[src/rtl/regfile_wb_scheduler.sv]
// Register-file writeback scheduler: arbitrates ALU and load writebacks onto a
// single write port, tracks pending destinations in a busy mask for WAW and
// operand hazard detection, and blocks issue for two cycles after a PC write.
module regfile_wb_scheduler (
    input  logic        clk,
    input  logic        reset,
    input  logic        issueValid,
    input  logic [3:0]  issueDest,
    output logic        issueReady,
    input  logic        aluValid,
    input  logic [3:0]  aluDest,
    input  logic [31:0] aluData,
    output logic        aluReady,
    input  logic        ldValid,
    input  logic [3:0]  ldDest,
    input  logic [31:0] ldData,
    output logic        ldReady,
    output logic        writeEnable,
    output logic [3:0]  writeDestination,
    output logic [31:0] writeData,
    output logic        writeToPC,
    input  logic [3:0]  readReg1,
    input  logic [3:0]  readReg2,
    output logic        hazardStall,
    output logic        wbOrphan
);

    typedef enum logic [1:0] {
        RUN,
        DRAIN1,
        DRAIN2
    } state_t;

    state_t      state;
    state_t      state_next;
    logic [15:0] busy;
    logic        favour_ld;
    logic        issue_block;
    logic        alu_hs;
    logic        ld_hs;
    logic        issue_hs;

    // Round-robin grant; readies are forced low while reset is asserted
    always_comb begin
        aluReady = reset && aluValid && (!ldValid || !favour_ld);
        ldReady  = reset && ldValid  && (!aluValid || favour_ld);
    end

    // Issue acceptance, hazard detection and PC-write indication
    always_comb begin
        issueReady  = reset && !busy[issueDest] && !issue_block;
        hazardStall = busy[readReg1] | busy[readReg2];
        writeToPC   = writeEnable && (writeDestination == 4'hF);
        alu_hs      = aluValid && aluReady;
        ld_hs       = ldValid && ldReady;
        issue_hs    = issueValid && issueReady;
    end

    // FSM state register
    always_ff @(posedge clk) begin
        if (!reset) state <= RUN;
        else        state <= state_next;
    end

    // FSM next state: any PC write (re)starts the two-cycle drain
    always_comb begin
        state_next = state;
        if (writeToPC) begin
            state_next = DRAIN1;
        end else begin
            case (state)
                RUN:     state_next = RUN;
                DRAIN1:  state_next = DRAIN2;
                DRAIN2:  state_next = RUN;
                default: state_next = RUN;
            endcase
        end
    end

    // FSM outputs: issue is blocked outside RUN
    always_comb begin
        issue_block = (state != RUN);
    end

    // Busy mask: commit clears first, an accepted issue then sets. An issue to
    // an index being cleared this cycle is already refused since busy is still 1.
    always_ff @(posedge clk) begin
        if (!reset) begin
            busy <= '0;
        end else begin
            logic [15:0] busy_n;
            busy_n = busy;
            if (writeEnable) busy_n[writeDestination] = 1'b0;
            if (issue_hs)    busy_n[issueDest] = 1'b1;
            busy <= busy_n;
        end
    end

    // Commit register: granted request appears one cycle later
    always_ff @(posedge clk) begin
        if (!reset) begin
            writeEnable      <= 1'b0;
            writeDestination <= '0;
            writeData        <= '0;
        end else begin
            writeEnable <= alu_hs || ld_hs;
            if (alu_hs) begin
                writeDestination <= aluDest;
                writeData        <= aluData;
            end else if (ld_hs) begin
                writeDestination <= ldDest;
                writeData        <= ldData;
            end
        end
    end

    // Round-robin pointer moves only on a handshake
    always_ff @(posedge clk) begin
        if (!reset)      favour_ld <= 1'b1;
        else if (alu_hs) favour_ld <= 1'b1;
        else if (ld_hs)  favour_ld <= 1'b0;
    end

    // Sticky flag for commits to registers that were never reserved
    always_ff @(posedge clk) begin
        if (!reset)                                     wbOrphan <= 1'b0;
        else if (writeEnable && !busy[writeDestination]) wbOrphan <= 1'b1;
    end

endmodule

[config.mk]
export PLATFORM = sky130hd
export DESIGN_NAME = regfile_wb_scheduler
export DESIGN_NICKNAME = d
export VERILOG_FILES = /design/src/rtl/regfile_wb_scheduler.sv
export SDC_FILE = /design/constraint.sdc
export NUM_CORES = 1
export LEC_CHECK = 0
export ABC_CLOCK_PERIOD_IN_PS = 2800
export CORE_MARGIN = 8
export CORE_UTILIZATION = 35
export DETAILED_ROUTE_END_ITERATION = 6
export MAX_ROUTING_LAYER = met4
export PLACE_DENSITY = 0.69
export SYNTH_ARGS = -nofsm -noshare
export SYNTH_HDL_FRONTEND = slang
export SYNTH_SLANG_ARGS = --single-unit
[constraint.sdc]
create_clock -name clk -period 2.8 [get_ports clk]
set_input_delay 0.42 -clock clk [delete_from_list [all_inputs] [get_ports clk]]
set_output_delay 0.42 -clock clk [all_outputs]
set_load 0.005 [all_outputs]
Yosys cells after proc, flatten, opt, wreduce, memory -nomap -nowiden
Cells that the tools add are included.

storage, ports and cells
  bits in registers = 57
  input port bits = 89
  word-level logic and storage cells = 68

operators by class
  magnitude comparators = 6
  equal/unequal tests = 2
  mux-type cells = 21
  bitwise logic cells = 5
  reduce and logical (&&, ||, !) cells = 26

operators with widths
  kind                  count
  $mux W32              2
  $mux W16              3
  $lt A4 B5 Y1 const B  4
  $and A16 B16 Y16      1
  $bmux W1 S4           4
  $not A16 Y16          1
  $or A16 B16 Y16       1
  $logic_and A1 B1 Y1   13
  $demux W1 S4          2
  $ge A4 B1 Y1 const B  2
  $mux W4               2
  $mux W1               7
  $logic_not A1 Y1      6
  $eq A4 B4 Y1 const B  1
  $reduce_bool A2 Y1    2
  $reduce_or A2 Y1      2
  $logic_or A1 B1 Y1    3
  $eq A2 B1 Y1 const B  1
  $mux W2               1
  $not A1 Y1            1
  $or A1 B1 Y1          1

Longest topological paths before layout
Gate-level depths: netlist (run 1).

  depth in word-level cells = 10
  mapped depth = 6
  depth with buffers taken out = 4

Least setup slack after synthesis (run 1)
Ideal clock, no wire load.

  path type = input port to output port
  start = input port issueDest[0]
  end = output port issueReady
  arrival = 1.701 ns
  required time = 2.380 ns
  slack = 0.679 ns
  stages on the path = 4
  path buffers = 1
  cell sequence = buf_6 mux4_1 mux4_2 nor4_2

between the ends
  cells in the longest elaborated chain, start to end = 5

RTL lines
  element                            RTL line  source
  start: declaration                 8         input logic [3:0] issueDest,
  $bmux W1 S4                        51        issueReady = reset && !busy[issueDest] && !issue_block;
  $mux W1 (implied by the code)      51
  $logic_not A1 Y1                   51
  $logic_and A1 B1 Y1 (2 in series)  51
  end: declaration                   9         output logic issueReady,

Every way passes these cells. The select of a mux whose other input is x is not followed.

Final worst setup path (run 1)
  start = input port issueDest[1]
  end = output port issueReady

The elaborated chain is that of the path after synthesis.

==> impl_results.md, run 1 <==
* Die width at 108 um
* Syn Inst Count at 298
* Critical Path End Type: output port
* Tmin final at 2.66 ns
* DIE AREA at 0.0117 mm^2
* Clock slew seen by the registers of the worst setup and hold paths at 0.06 ns
* Startpoint Class: input pin
* Net Sw Frac at 0.256
* CTS Buffer Depth at 2
* Final hold viol count at 0
* Power Density at 462 mW/mm^2
* Initial DRC count at 103
* Post-DRT Antenna Nets at 0
* Fin cells at 536
* Number of global-route vias before repair at 3,140
* Hold WS at 0.462 ns
* Clk pwr share at 0.362
* DP HPWL at 7630 um
* FF-to-FF path depth at 5
* DRT Pass-1 Iters at 4
* GPL Wtd Cong at 0.885
* Achievable Freq at 376 MHz
* Hold Path Class: reg2reg
* First-pass GRT wire length at 16,200 um
* Routed WL at 10,200 um
* Status: finished clean
* GRT Overall Usage at 0.182
* Worst vdd ir at 224 uV
* Core Region at 0.00822 mm^2
* Filler cells at 716
* Inst Count DP at 520
* Layout cell share with drive strength beyond 1 at 0.118
* Post-detailed-route wirelength per cell at 19.0 um
* Grt total ovfl at 0
* Fin crit share at 0.950
* NumNets Final at 515
* Ports at 132
* Worst-Skew Late Latency at 0.32 ns
* WP data required at 2.38 ns
* RSZ-0062 raised after global routing: no
* Post-CTS Setup Bufs at 0
* Flop-to-flop setup slack at 1.11 ns
* Count of different cell masters after synthesis at 39
* Synth area leaders: dfxtp_1, mux2i_1, mux4_2
* DR vias/cell at 5.40
* MaxCap Viol Count at 0
* Count of final max-slew check failures at 0
* Die extent in y at 108 um
* Initial antenna violation count at 0
* Largest net degree at the start of global routing at 74
* Most used DFF post-synth: dfxtp_1
* Via Count at 2,895
* Clk sinks at 57
* Mean Syn Cell Area at 9.98 um^2
* Cell area after synthesis at 0.00297 mm^2
* Synth Register Bits at 57
* Number of synthesized flops with an enable pin at 0
* Critical path type: in2out
* Sequential share of the synthesized area at 0.384
* Initial Util at 0.362
* Num CTS Buffers at 9
* Yosys Warn Count at 0
* Internal power at 1.57 mW
* Antenna fix cells at 0
* Hold Path Stages at 2
* Fin Clk Skew at 0.00669 ns
* FP Rows at 33
* Synth Net Count at 387
* Layout area overhead at 54.1%
* IO Port Bufs at 131
* Switching Power at 0.542 mW
* Commonest cells after routing, fill and taps aside: clkdlybuf4s50_1, dfxtp_1, nor2_1, mux2i_1, a211oi_1
* FF+latch area at 0.00114 mm^2
* Commonest non-fill, non-tap cell in the layout: clkdlybuf4s50_1
* H-tree levels at 3
* Footprint of the multi-input gates at 0.00169 mm^2
* Clock tree from TritonCTS: yes
* Final setup viols at 0
* Post-synth ARST share at 0
* Clock Root Buffer: clkbuf_8
* Crit. Startpoint: issueDest[1]
* Flop pwr share at 0.425
* R2R Path Start: writeDestination[0]
* Arrival @ worst endpoint at 2.24 ns
* Biggest area consumer among synthesized cells: dfxtp_1
* Post-synth top area share at 0.384
* # DRC at 0
* Leakage power at 1.82 nW
* Headroom to the max-slew limit at 0.534
* Hold Path Origin: wbOrphan
* Worst-path fanout max at 2
* Gate power share at 0.214
* Worst-Margin Slew at 0.699 ns
-- synthesized netlist by cell type (all sizes together) (2+ instances only) --
library cell and instances:
a211o 2, a211oi 36, buf 10, clkbuf 17, dfxtp 57, inv 6, mux2i 41, mux4 16
nand2 10, nand2b 2, nand3 4, nand3b 3, nand4 2, nor2 43, nor2b 2, nor3 3
o211ai 8, o21ai 12, o311ai 6, o41ai 3, or3 2, or3b 3
-- area by class of cell --
class	instances	share of cell area
Clock inverter	5	0.0120
Inverter	6	0.00492
Clock buffer	11	0.0309
Timing Repair Buffer	144	0.306
Tap cell	105	0.0287
Multi-Input combinational cell	208	0.368
Sequential cell	57	0.249
-- layer usage --
metal / part of all wire / vias to the layer above / GRT usage
met5: 0 / - / -
met4: 0.020 / 0 / 0.0763
met3: 0.085 / 19 / 0.0654
met2: 0.47 / 133 / 0.284
met1: 0.43 / 1351 / 0.206
li1: - / 1392 / -
-- timing repair --
| action | CTS | global route |
|---|---|---|
| hold buffers | 0 | 0 |
| cloned | 0 | 0 |
| setup endpoints to repair | 2 | 1 |
| resized for setup | 10 | 2 |
-- sequential cells by signal, summed over array words and instances (netlist names) --
signal	flops
busy	16
wbOrphan	1
writeData	32
state	2
writeDestination	4
favour_ld	1
writeEnable	1
-- power by group through the flow --
stage	Sequential, mW	Combinational (mW)	Clock, mW
global route	0.903	0.488	0.816
CTS	0.898	0.456	0.783
detailed placement	0.914	0.456	0
floorplan	0.910	0.182	0
finish	0.898	0.452	0.765
global placement	0.912	0.451	0
-- worst max-delay path: stages --
cell and delay, ns:
clkdlybuf4s50_1 0.51, mux4_2 0.52, mux4_2 0.49, nor4_2 0.15
clkbuf_2 0.15
-- stage by stage --
| step | instance area (um^2) | setup TNS [ns] | setup slack, ns | util | power [mW] |
|---|---|---|---|---|---|
| final | 4580 | 0 | 0.141 | 0.557 | 2.12 |
| after global routing | 4580 | 0 | 0.0461 | 0.557 | 2.21 |
| after CTS | 4580 | 0 | 0.00415 | 0.558 | 2.14 |
| after detailed placement | 4390 | -0.921 | -0.576 | 0.534 | 1.37 |
| after global placement | 4390 | -0.836 | -0.533 | 0.534 | 1.36 |
| after floorplan | 2970 | 0 | 0.679 | - | 1.09 |
-- path summary, 6_finish.rpt --
check / to
max: issueReady
max reg2reg: wbOrphan
min: wbOrphan
min reg2reg: wbOrphan
-- kinds of logic after synthesis --
group	Yosys count	synth area share
buf+inv	33	0.0505
simple gates	77	0.122
mux	58	0.264
compound gates	73	0.179
flops	57	0.384
(Power assumes the default switching activity.)
==> run 2: changes to the inputs <==
==> constraint.sdc (replaced) <==
create_clock -name clk -period 2.8 [get_ports clk]
set_input_delay 0.28 -clock clk [delete_from_list [all_inputs] [get_ports clk]]
set_output_delay 0.28 -clock clk [all_outputs]
set_load 0.005 [all_outputs]
==> impl_results.md, run 2 (same netlist as run 1, synthesis figures left out) <==
* IO Port Bufs at 131 (unchanged)
* Filler cells at 729 (+1.8%)
* Ports at 132 (unchanged)
* H-tree levels at 3 (unchanged)
* GRT busiest layer: met2
* Clock slew seen by the registers of the worst setup and hold paths at 0.06 ns (about the same)
* Startpoint Class: input pin
* DR vias/cell at 5.53 (+2.3%)
* Post-detailed-route wirelength per cell at 18.7 um (-1.9%)
* Met3 Use GR at 0.0922 (+0.0268)
* M2 GR Usage at 0.264 (-0.0201)
* Clk pwr share at 0.381 (+0.019)
* Clock tree from TritonCTS: yes
* Final setup viols at 0 (unchanged)
* Arrival @ worst endpoint at 2.45 ns (+0.21 ns)
* Worst-path fanout max at 2 (unchanged)
* Final instance area at 0.00460 mm^2 (+0.38%)
* Layout area overhead at 54.7%
* Initial antenna violation count at 0 (unchanged)
* GPL Wtd Cong at 0.918 (+3.7%)
* Antenna fix cells at 0 (unchanged)
* CTS Buffer Depth at 2 (unchanged)
* DP HPWL at 7510 um (-1.6%)
* Footprint of the multi-input gates at 0.00169 mm^2 (unchanged)
* Switching Power at 0.528 mW (-2.5%)
* Post-DRT Antenna Nets at 0 (unchanged)
* Commonest cells after routing, fill and taps aside: clkdlybuf4s50_1, dfxtp_1, nor2_1, mux2i_1, a211oi_1
* Quantity of hold-fixing buffers added after cts at 0 (unchanged)
* Grt total ovfl at 0 (unchanged)
* Pwr Total at 2.17 mW (+2.7%)
* Leakage power at 1.83 nW (+0.30%)
* Die extent in y at 108 um (unchanged)
* Hold Path Origin: wbOrphan
* Layout cell share with drive strength beyond 1 at 0.107 (-0.0109)
* Initial DRC count at 101 (-1.9%)
* NumNets Final at 513 (-0.39%)
* Hold Path Class: reg2reg
* Critical Path End Type: output port
* Routed WL at 9950 um (-2.4%)
* Count of final max-slew check failures at 0 (unchanged)
* Clock Root Buffer: clkbuf_8
* Worst-Margin Slew at 0.485 ns (-0.214 ns)
* Fin Clk Skew at 0.00938 ns (+0.00268 ns)
* Area post-placement at 0.00439 mm^2 (about the same)
* First-pass GRT wire length at 16,100 um (-0.90%)
* Worst vdd ir at 347 uV (+55%)
* Max reg flops at 32 (unchanged)
* DIE AREA at 0.0117 mm^2 (unchanged)
* R2R Path Start: writeDestination[0]
* Number of global-route vias before repair at 3,161 (+0.67%)
* Headroom to the max-slew limit at 0.677 (+0.143)
* RSZ-0062 raised after global routing: no
* Via Count at 2,946 (+1.8%)
* Hold WS at 0.456 ns (-0.00664 ns)
* Largest net degree at the start of global routing at 51 (-31%)
* Achievable Freq at 366 MHz (-2.6%)
* Final hold viol count at 0 (unchanged)
* Tmin final at 2.73 ns (+0.0712 ns)
* Num CTS Buffers at 9 (unchanged)
* Clk sinks at 57 (unchanged)
* Gate power share at 0.205 (-0.009)
* Fin crit share at 0.975 (+0.0254)
* DRT Pass-1 Iters at 5 (+1)
* FP Rows at 33 (unchanged)
* WP data required at 2.52 ns (+0.14 ns)
* GRT Overall Usage at 0.180 (-0.00124)
* Worst-Skew Late Latency at 0.33 ns (about the same)
* Status: finished clean
* Reg with most FFs: writeData
* Initial Util at 0.362 (unchanged)
* Fin util at 0.560 (+0.00213)
* FF+latch area at 0.00114 mm^2 (unchanged)
* Critical path type: in2out
* Commonest non-fill, non-tap cell in the layout: clkdlybuf4s50_1
* Die width at 108 um (unchanged)
* Power Density at 472 mW/mm^2 (+2.3%)
* Core Region at 0.00822 mm^2 (unchanged)
* GR Util met1 at 0.204 (-0.00199)
* Flop pwr share at 0.414 (-0.011)
* Biggest regs: writeData x32, busy x16, writeDestination x4
* # DRC at 0 (unchanged)
* Crit. Startpoint: readReg2[2]
* Net Sw Frac at 0.243 (-0.0130)
* Internal power at 1.64 mW (+4.5%)
* MaxCap Viol Count at 0 (unchanged)
[run 2: cell count changes in the layout (fill, tap and decap cells not counted)]
cell,before,now
clkinvlp_4,2,0
clkbuf_2,1,0
clkdlybuf4s15_2,2,0
clkinv_2,2,1
clkdlybuf4s50_1,125,128
buf_4,13,10
clkbuf_8,10,13
clkbuf_1,1,0
buf_12,0,1
[run 2: path summary, 6_finish.rpt]
kind,to,slack (ns),cells past startpoint
worst max register to register,wbOrphan,1.02,4
worst min register to register,wbOrphan,0.46,2
worst min-delay path,wbOrphan,0.46,2
worst max-delay path,hazardStall,0.07,5
[run 2: routing by layer]
layer | part of all wire | wire length, um
met3 | 0.12 | 1220
met5 | 0 | 0
met1 | 0.40 | 3980
met2 | 0.46 | 4530
met4 | 0.021 | 212
[run 2: what timing repair did]
action                     in CTS  in global routing
gates resized for setup         3                  0
setup endpoints to repair       2                  0
buffers inserted                0                  0
[run 2: layout make-up]
type                            count  area share
Clock buffer                       13      0.0389
Clock inverter                      2     0.00762
Inverter                            6     0.00490
Multi-Input combinational cell    208       0.367
Sequential cell                    57       0.248
Tap cell                          105      0.0286
Timing Repair Buffer              142       0.305
[run 2: critical path, stage by stage]
cell and delay (ns):
clkdlybuf4s50_1 0.51, mux4_2 0.51, mux4_2 0.47, a211o_1 0.24, clkdlybuf4s50_1 0.45
[run 2: stage by stage]
step,TNS (ns),setup slack (ns),cells
2_1_floorplan,0,0.959,298
3_3_place_gp,-0.207,-0.176,518
3_5_place_dp,-0.285,-0.208,518
4_1_cts,0,0.0392,533
5_1_grt,0,0.0128,533
6_report,0,0.0697,533
[run 2: power by group through the flow]
stage	Combinational (mW)	Sequential [mW]	Clock (mW)
finish	0.446	0.900	0.827
global route	0.484	0.906	0.891
CTS	0.452	0.900	0.847
detailed placement	0.450	0.918	0
global placement	0.446	0.915	0
floorplan	0.182	0.910	0
